--- config.mk ---
export PLATFORM = sky130hd
export DESIGN_NAME = alu_op_ctrl
export DESIGN_NICKNAME = d
export VERILOG_FILES = /design/src/rtl/alu_op_pkg.sv /design/src/rtl/alu_op_ctrl_serial_shifter.sv /design/src/rtl/alu_op_ctrl.sv
export SDC_FILE = /design/constraint.sdc
export NUM_CORES = 1
export LEC_CHECK = 0
export BUFFER_PORTS_ARGS = -buffer_cell sky130_fd_sc_hd__clkbuf_2
export CORE_UTILIZATION = 53
export DETAILED_ROUTE_END_ITERATION = 8
export PLACE_DENSITY = 0.82
export SYNTH_ARGS = -nofsm -noshare
export SYNTH_HDL_FRONTEND = slang
export SYNTH_SLANG_ARGS = --single-unit
--- constraint.sdc ---
create_clock -name clk_i -period 7.9 [get_ports clk_i]
set_input_delay 0 -clock clk_i [delete_from_list [all_inputs] [get_ports clk_i]]
set_output_delay 0 -clock clk_i [all_outputs]
set_load 0.05 [all_outputs]
--- src/rtl/alu_op_pkg.sv ---
// alu_op_pkg: shared definitions for the alu_op_ctrl sequencer.
//   - ALU select encodings understood by the femtoRV32 combinational ALU
//   - RV32I major opcodes handled by the sequencer
//   - internal operation and FSM state enums
// Build option: ALU_OP_CTRL_SHIFT_EN adds the SHIFT state.
package alu_op_pkg;

    localparam logic [3:0] SEL_AND = 4'b0000;
    localparam logic [3:0] SEL_OR  = 4'b0001;
    localparam logic [3:0] SEL_ADD = 4'b0010;
    localparam logic [3:0] SEL_SUB = 4'b0110;

    localparam logic [6:0] OPC_OP     = 7'b0110011;
    localparam logic [6:0] OPC_OP_IMM = 7'b0010011;
    localparam logic [6:0] OPC_LOAD   = 7'b0000011;
    localparam logic [6:0] OPC_STORE  = 7'b0100011;
    localparam logic [6:0] OPC_BRANCH = 7'b1100011;

    typedef enum logic [3:0] {
        OpAdd, OpSub, OpAnd, OpOr, OpXor, OpSlt, OpSltu, OpSll, OpSrl, OpSra, OpIll
    } op_e;

    typedef enum logic [2:0] {
        StIdle,
        StExec,
        StExec2,
`ifdef ALU_OP_CTRL_SHIFT_EN
        StShift,
`endif
        StDone
    } state_e;

    // ALU select for the first (or only) pass of an operation.
    function automatic logic [3:0] first_sel(op_e op);
        logic [3:0] sel;
        case (op)
            OpSub, OpSlt, OpSltu: sel = SEL_SUB;
            OpAnd:                sel = SEL_AND;
            OpOr, OpXor:          sel = SEL_OR;
            default:              sel = SEL_ADD;
        endcase
        return sel;
    endfunction

endpackage

--- src/rtl/alu_op_ctrl_serial_shifter.sv ---
// serial_shifter: one-bit-per-cycle barrel-free shifter.
// Ports:
//   clk_i, rst_i      clock, async active-high reset
//   load_i            capture data_i/shamt_i/dir_i/arith_i and start
//   data_i, shamt_i   value to shift and shift amount
//   dir_i             0 = left, 1 = right
//   arith_i           right shifts replicate the sign bit
//   data_o            current (final once done_o) shifted value
//   busy_o            shift in progress
//   done_o            high in the cycle the remaining count reaches zero
module serial_shifter #(
    parameter int unsigned Width = 32
) (
    input  logic                     clk_i,
    input  logic                     rst_i,
    input  logic                     load_i,
    input  logic [Width-1:0]         data_i,
    input  logic [$clog2(Width)-1:0] shamt_i,
    input  logic                     dir_i,
    input  logic                     arith_i,
    output logic [Width-1:0]         data_o,
    output logic                     busy_o,
    output logic                     done_o
);
    localparam int unsigned ShW = $clog2(Width);

    logic [Width-1:0] data_q, data_d;
    logic [ShW-1:0]   count_q, count_d;
    logic             busy_q, busy_d;
    logic             dir_q, dir_d;
    logic             arith_q, arith_d;

    always_comb begin
        data_d  = data_q;
        count_d = count_q;
        busy_d  = busy_q;
        dir_d   = dir_q;
        arith_d = arith_q;
        if (load_i) begin
            data_d  = data_i;
            count_d = shamt_i;
            busy_d  = 1'b1;
            dir_d   = dir_i;
            arith_d = arith_i;
        end else if (busy_q) begin
            if (count_q == '0) begin
                busy_d = 1'b0;
            end else begin
                count_d = count_q - {{(ShW-1){1'b0}}, 1'b1};
                data_d  = dir_q ? {arith_q & data_q[Width-1], data_q[Width-1:1]}
                                : {data_q[Width-2:0], 1'b0};
            end
        end
    end

    always_ff @(posedge clk_i or posedge rst_i) begin
        if (rst_i) begin
            data_q  <= '0;
            count_q <= '0;
            busy_q  <= 1'b0;
            dir_q   <= 1'b0;
            arith_q <= 1'b0;
        end else begin
            data_q  <= data_d;
            count_q <= count_d;
            busy_q  <= busy_d;
            dir_q   <= dir_d;
            arith_q <= arith_d;
        end
    end

    assign data_o = data_q;
    assign busy_o = busy_q;
    assign done_o = busy_q && (count_q == '0);

endmodule

--- src/rtl/alu_op_ctrl.sv ---
// alu_op_ctrl: sequencing front end for the femtoRV32 combinational ALU.
// Accepts one decoded instruction on start_i & ready_o, drives the ALU from
// registered operands (two passes for XOR), adds SLT/SLTU/XOR and serial
// shifts, and returns a registered result with a one-cycle out_valid_o pulse.
// Build option: define ALU_OP_CTRL_SHIFT_EN to implement SLL/SRL/SRA; without
// it funct3 001/101 decode as illegal.
// Ports:
//   clk_i, rst_i                    clock, async active-high reset
//   start_i / ready_o               request handshake (ready only in IDLE)
//   opcode_i, funct3_i, funct7_5_i  instruction fields
//   rs1_val_i, rs2_val_i, imm_i     operands, sampled on accept
//   alu_a_o, alu_b_o, alu_sel_o     to the ALU
//   alu_result_i, alu_zero_i        from the ALU
//   result_o, zero_o, illegal_o     registered outcome
//   out_valid_o                     one-cycle completion pulse
module alu_op_ctrl
    import alu_op_pkg::*;
#(
    parameter int unsigned N = 32
) (
    input  logic         clk_i,
    input  logic         rst_i,
    input  logic         start_i,
    output logic         ready_o,
    input  logic [6:0]   opcode_i,
    input  logic [2:0]   funct3_i,
    input  logic         funct7_5_i,
    input  logic [N-1:0] rs1_val_i,
    input  logic [N-1:0] rs2_val_i,
    input  logic [N-1:0] imm_i,
    output logic [N-1:0] alu_a_o,
    output logic [N-1:0] alu_b_o,
    output logic [3:0]   alu_sel_o,
    input  logic [N-1:0] alu_result_i,
    input  logic         alu_zero_i,
    output logic [N-1:0] result_o,
    output logic         zero_o,
    output logic         illegal_o,
    output logic         out_valid_o
);

    state_e       state_q, state_d;
    op_e          op_q, op_d;
    logic [N-1:0] alu_a_q, alu_a_d;
    logic [N-1:0] alu_b_q, alu_b_d;
    logic [3:0]   alu_sel_q, alu_sel_d;
    logic [N-1:0] tmp_q, tmp_d;
    logic [N-1:0] result_q, result_d;
    logic         zero_q, zero_d;
    logic         illegal_q, illegal_d;

    op_e          dec_op;
    logic [N-1:0] dec_b;
    logic         accept;

    function automatic op_e decode_f3(logic [2:0] f3, logic f75, logic is_reg);
        op_e op;
        case (f3)
            3'b000:  op = (is_reg && f75) ? OpSub : OpAdd;
            3'b111:  op = OpAnd;
            3'b110:  op = OpOr;
            3'b100:  op = OpXor;
            3'b010:  op = OpSlt;
            3'b011:  op = OpSltu;
`ifdef ALU_OP_CTRL_SHIFT_EN
            3'b001:  op = OpSll;
            3'b101:  op = f75 ? OpSra : OpSrl;
`endif
            default: op = OpIll;
        endcase
        return op;
    endfunction

    assign accept = start_i && (state_q == StIdle);

    always_comb begin
        dec_op = OpIll;
        dec_b  = imm_i;
        case (opcode_i)
            OPC_OP: begin
                dec_b  = rs2_val_i;
                dec_op = decode_f3(funct3_i, funct7_5_i, 1'b1);
            end
            OPC_OP_IMM:          dec_op = decode_f3(funct3_i, funct7_5_i, 1'b0);
            OPC_LOAD, OPC_STORE: dec_op = OpAdd;
            OPC_BRANCH: begin
                dec_b  = rs2_val_i;
                dec_op = OpSub;
            end
            default: ;
        endcase
    end

`ifdef ALU_OP_CTRL_SHIFT_EN
    logic         sh_load;
    logic         sh_busy;
    logic         sh_done;
    logic [N-1:0] sh_data;

    assign sh_load = accept && (dec_op inside {OpSll, OpSrl, OpSra});

    serial_shifter #(
        .Width (N)
    ) u_shifter (
        .clk_i   (clk_i),
        .rst_i   (rst_i),
        .load_i  (sh_load),
        .data_i  (rs1_val_i),
        .shamt_i (dec_b[$clog2(N)-1:0]),
        .dir_i   (dec_op != OpSll),
        .arith_i (dec_op == OpSra),
        .data_o  (sh_data),
        .busy_o  (sh_busy),
        .done_o  (sh_done)
    );
`endif

    always_comb begin
        state_d   = state_q;
        op_d      = op_q;
        alu_a_d   = alu_a_q;
        alu_b_d   = alu_b_q;
        alu_sel_d = alu_sel_q;
        tmp_d     = tmp_q;
        result_d  = result_q;
        zero_d    = zero_q;
        illegal_d = illegal_q;
        unique case (state_q)
            StIdle: begin
                if (accept) begin
                    op_d      = dec_op;
                    alu_a_d   = rs1_val_i;
                    alu_b_d   = dec_b;
                    alu_sel_d = first_sel(dec_op);
                    if (dec_op == OpIll) begin
                        result_d  = '0;
                        zero_d    = 1'b1;
                        illegal_d = 1'b1;
                        state_d   = StDone;
                    end
`ifdef ALU_OP_CTRL_SHIFT_EN
                    else if (dec_op inside {OpSll, OpSrl, OpSra}) begin
                        state_d = StShift;
                    end
`endif
                    else begin
                        state_d = StExec;
                    end
                end
            end
            StExec: begin
                if (op_q == OpXor) begin
                    // XOR = (a|b) & ~(a&b): keep the OR pass, run AND next.
                    tmp_d     = alu_result_i;
                    alu_sel_d = SEL_AND;
                    state_d   = StExec2;
                end else begin
                    result_d  = alu_result_i;
                    zero_d    = alu_zero_i;
                    illegal_d = 1'b0;
                    // On differing signs the subtraction may overflow, so the
                    // answer comes from the operand signs alone.
                    if (op_q == OpSlt) begin
                        result_d = {{(N-1){1'b0}}, (alu_a_q[N-1] != alu_b_q[N-1]) ?
                                    alu_a_q[N-1] : alu_result_i[N-1]};
                        zero_d   = ~result_d[0];
                    end else if (op_q == OpSltu) begin
                        result_d = {{(N-1){1'b0}}, (alu_a_q[N-1] != alu_b_q[N-1]) ?
                                    alu_b_q[N-1] : alu_result_i[N-1]};
                        zero_d   = ~result_d[0];
                    end
                    state_d = StDone;
                end
            end
            StExec2: begin
                result_d  = tmp_q & ~alu_result_i;
                zero_d    = (result_d == '0);
                illegal_d = 1'b0;
                state_d   = StDone;
            end
`ifdef ALU_OP_CTRL_SHIFT_EN
            StShift: begin
                if (sh_done || !sh_busy) begin
                    result_d  = sh_data;
                    zero_d    = (sh_data == '0);
                    illegal_d = 1'b0;
                    state_d   = StDone;
                end
            end
`endif
            StDone:  state_d = StIdle;
            default: state_d = StIdle;
        endcase
    end

    always_ff @(posedge clk_i or posedge rst_i) begin
        if (rst_i) begin
            state_q   <= StIdle;
            op_q      <= OpAdd;
            alu_a_q   <= '0;
            alu_b_q   <= '0;
            alu_sel_q <= SEL_ADD;
            tmp_q     <= '0;
            result_q  <= '0;
            zero_q    <= 1'b0;
            illegal_q <= 1'b0;
        end else begin
            state_q   <= state_d;
            op_q      <= op_d;
            alu_a_q   <= alu_a_d;
            alu_b_q   <= alu_b_d;
            alu_sel_q <= alu_sel_d;
            tmp_q     <= tmp_d;
            result_q  <= result_d;
            zero_q    <= zero_d;
            illegal_q <= illegal_d;
        end
    end

    assign ready_o     = (state_q == StIdle);
    assign out_valid_o = (state_q == StDone);
    assign alu_a_o     = alu_a_q;
    assign alu_b_o     = alu_b_q;
    assign alu_sel_o   = alu_sel_q;
    assign result_o    = result_q;
    assign zero_o      = zero_q;
    assign illegal_o   = illegal_q;

endmodule

==> out/qor.yml <==
synth_edf_count: 0
grt_pass1_wl_um: 35940
drv_cap: 0
tns_ps: 0
post-route-util_pct: 80.56
end_kind: "flip-flop"
cp.required_ps: 8140
dp_hpwl_um: 12150
yosysSeqAreaShare_pct: 53.32
crit_fanout: 32
dominantRegCellSynth: "dfrtp_1"
max_stage_delay_ps: 1030
grt_use_total_pct: 37.29
max_freq_ghz: 0.3527
syn_inst: 600
worst-slew-pin-transition_ps: 1092
drt_iter0_drc: 576
final_area_um2: 9677
ant_nets: 0
synth-seq-cells: 139
htree_levels: 4
yosysWarnings: 0
hp-class: "in2reg"
start_kind: "primary input"
critPathKind: "in2reg"
dp_cells: 959
via_per_inst: 5.804
seqCellArea_um2: 3480
routabilityCongestion: 0.8671
final_layout_size_suffix_gt1_share_pct: 35.80
grt-ovfl-total: 0
wl_per_cell_um: 20.41
critPathSlowestCell: "nand3_2"
multi_input_area_um2: 2824
io_pins: 247
period_minus_slack_ps: 2835
hold_viol_final: 0
synth_top_area_share_pct: 52.91
cts_root_buf: "clkbuf_16"
clkLatencyLatePin_ps: 430
drc_errors: 0
outcome: "completed"
grt_max_degree: 107
p_per_area_nw_per_um2: 405.3
clk_path_buf_depth: 2
crit_path_cell_trace: "clkbuf_2 -> nand2_1 -> nor3_1 -> nand3_2 -> mux2i_1 -> dlygate4sd3_1 -> o21ai_0"
antenna_found_initial: 0
synth_area_leader_cell: "dfrtp_1"
syn_area_per_cell_um2: 10.88
finalNonFillerCells: 1120
path_buf_inv: 2
cts_resized: 0
crit_family: "simple AND/OR/NAND/NOR gates"
vias: 6501
post_cts_buffers: 0
slew_viol_final: 0
fin_worst_skew_ps: 7.664
initial_core_util_pct: 54.33
dieArea_um2: 12760
grt_pass1_vias: 6997
synthToLayoutAreaGrowth_pct: 48.27
rsz0062_at_grt: "false"
clock_sinks: 139
final_nets: 1110
arrival_ps: 3080
ys_types: 51
timing.slew.headroom_pct: 27.12
dieHeight_um: 113.0
port_buffers: 245
fin_crit_sh_pct: 35.89
die_w_um: 113.0
leakagePower_uw: 0.004851
ir_worst_vdd_uv: 317.7
dr.pass1.iters: 5
synthesis.area_um2: 6526
fill_cells: 663
placed_cell_area_um2: 7824
wirelength_um: 22860
async_flop_share_pct: 100.0
synth_area_leaders: "dfrtp_1 (53%), mux2_2 (11%), nand2_1 (5.1%)"
setup_viol: 0
clk_pin_slew_ps: 60
cts_tree: "done"
core-area_um2: 12010
std_cell_rows: 40
numCtsBuffers: 17
syn_nets: 747
## logic make-up (layout without fill, tap and decap cells)
group	count (synthesis)	in the layout	share of synthesized area, %
AOI/OAI and AO/OA	148	148	14.97
and+or+nand+nor	155	155	11.12
buffers and inverters	56	428	3.719
xor gates and xnor gates	2	2	0.2685
other	1	2	0.05746
adders and majority gates	4	4	0.7669
muxes	95	95	15.78
DFF	139	139	53.32
## final cells by class
type | count | share of cell area [%]
inverters | 18 | 0.7499
multi-input cells | 405 | 29.18
repair buffers | 382 | 26.71
well taps | 147 | 1.901
flip-flops and latches | 139 | 35.96
clock inverters | 2 | 0.1034
clock buffers | 26 | 5.366
diodes | 1 | 0.02586
## cells in the mapped netlist (2+ instances only)
cell / instances
a2111oi_0: 3
a21o_1: 3
a21oi_1: 22
a22oi_1: 19
a311oi_1: 2
a31oi_1: 4
and2b_1: 2
and3_1: 5
buf_1: 4
buf_2: 11
buf_4: 5
clkbuf_1: 18
dfrtp_1: 138
ha_1: 4
inv_1: 18
mux2_2: 63
mux2i_1: 32
nand2_1: 89
nand2b_1: 5
nand3_1: 4
nor2_1: 14
nor2b_1: 24
nor3_1: 2
nor4_1: 2
o211ai_1: 2
o21ai_0: 43
o22ai_1: 4
o31ai_1: 35
## worst reg2reg max path, delay by kind of cell (launching register included)
family	cells	cell delay (ps)
buf+inv	1	100
simple gates	3	1210
compound gates	1	240
flops	1	420
fa+ha+maj	1	300
## registers in the layout, summed over array words and instances (netlist names)
signal,cells
alu_sel_o,3
op_q,4
zero_o,1
result_o,32
tmp_q,32
state_q,2
illegal_o,1
alu_b_o,32
alu_a_o,32
## report_power, final
part / internal, µW / switching, µW / leakage (µW)
sequential: 983 / 197 / 0.00171
combinational: 496 / 1520 / 0.00287
clock: 443 / 286 / 0.000264
## worst paths after layout
kind                                   start           end  slack, ps  cells past startpoint
worst max-delay path             opcode_i[1]    alu_b_o[8]       5070                      7
worst min-delay path              alu_zero_i        zero_o         40                      5
worst max register to register    state_q[0]  alu_sel_o[2]       5530                      6
worst min register to register  result_o[24]  result_o[24]        480                      2
max in group asynchronous              rst_i  result_o[20]       6300                      4
min in group asynchronous              rst_i   alu_a_o[26]        230                      3
## metrics by stage
stage               power [µW]  hold WS (ps)  worst slack, ps
finish                    3922         42.12             5065
detailed placement        3054         113.8             5549
global placement          2999         110.3             5729
CTS                       3833         8.449             5410
global route              4071         84.80             4953
floorplan                 2588         150.6             4177
## repair_timing
item / in CTS / in global routing
endpoints found under the hold margin: 193 / 0
endpoints found under the setup margin: 0 / 0
hold buffers: 132 / 0
## cell usage in the layout (no fill, tap or decap), types with 4 or more instances in the layout
| master | synthesis | routed |
|---|---|---|
| a21oi_1 | 22 | 22 |
| a22oi_1 | 19 | 19 |
| a31oi_1 | 4 | 4 |
| and3_1 | 5 | 5 |
| buf_4 | 5 | 5 |
| clkbuf_16 | 0 | 17 |
| clkbuf_2 | 0 | 245 |
| clkbuf_8 | 0 | 6 |
| dfrtp_1 | 138 | 138 |
| dlygate4sd3_1 | 0 | 132 |
| ha_1 | 4 | 4 |
| inv_1 | 18 | 17 |
| mux2_2 | 63 | 63 |
| mux2i_1 | 32 | 32 |
| nand2_1 | 89 | 88 |
| nand2b_1 | 5 | 5 |
| nor2_1 | 14 | 13 |
| nor2b_1 | 24 | 24 |
| o21ai_0 | 43 | 43 |
| o22ai_1 | 4 | 4 |
| o31ai_1 | 35 | 35 |
## per-layer routing
| metal | track usage (%) | wire length (µm) | up-vias |
|---|---|---|---|
| met2 | 64.07 | 11500 | 374 |
| met5 | 0 | 0 | - |
| met3 | 10.66 | 1752 | 110 |
| li1 | - | - | 2861 |
| met4 | 22.98 | 1236 | 0 |
| met1 | 41.04 | 8374 | 3156 |
No activity file was read; power rests on OpenSTA's default activity.
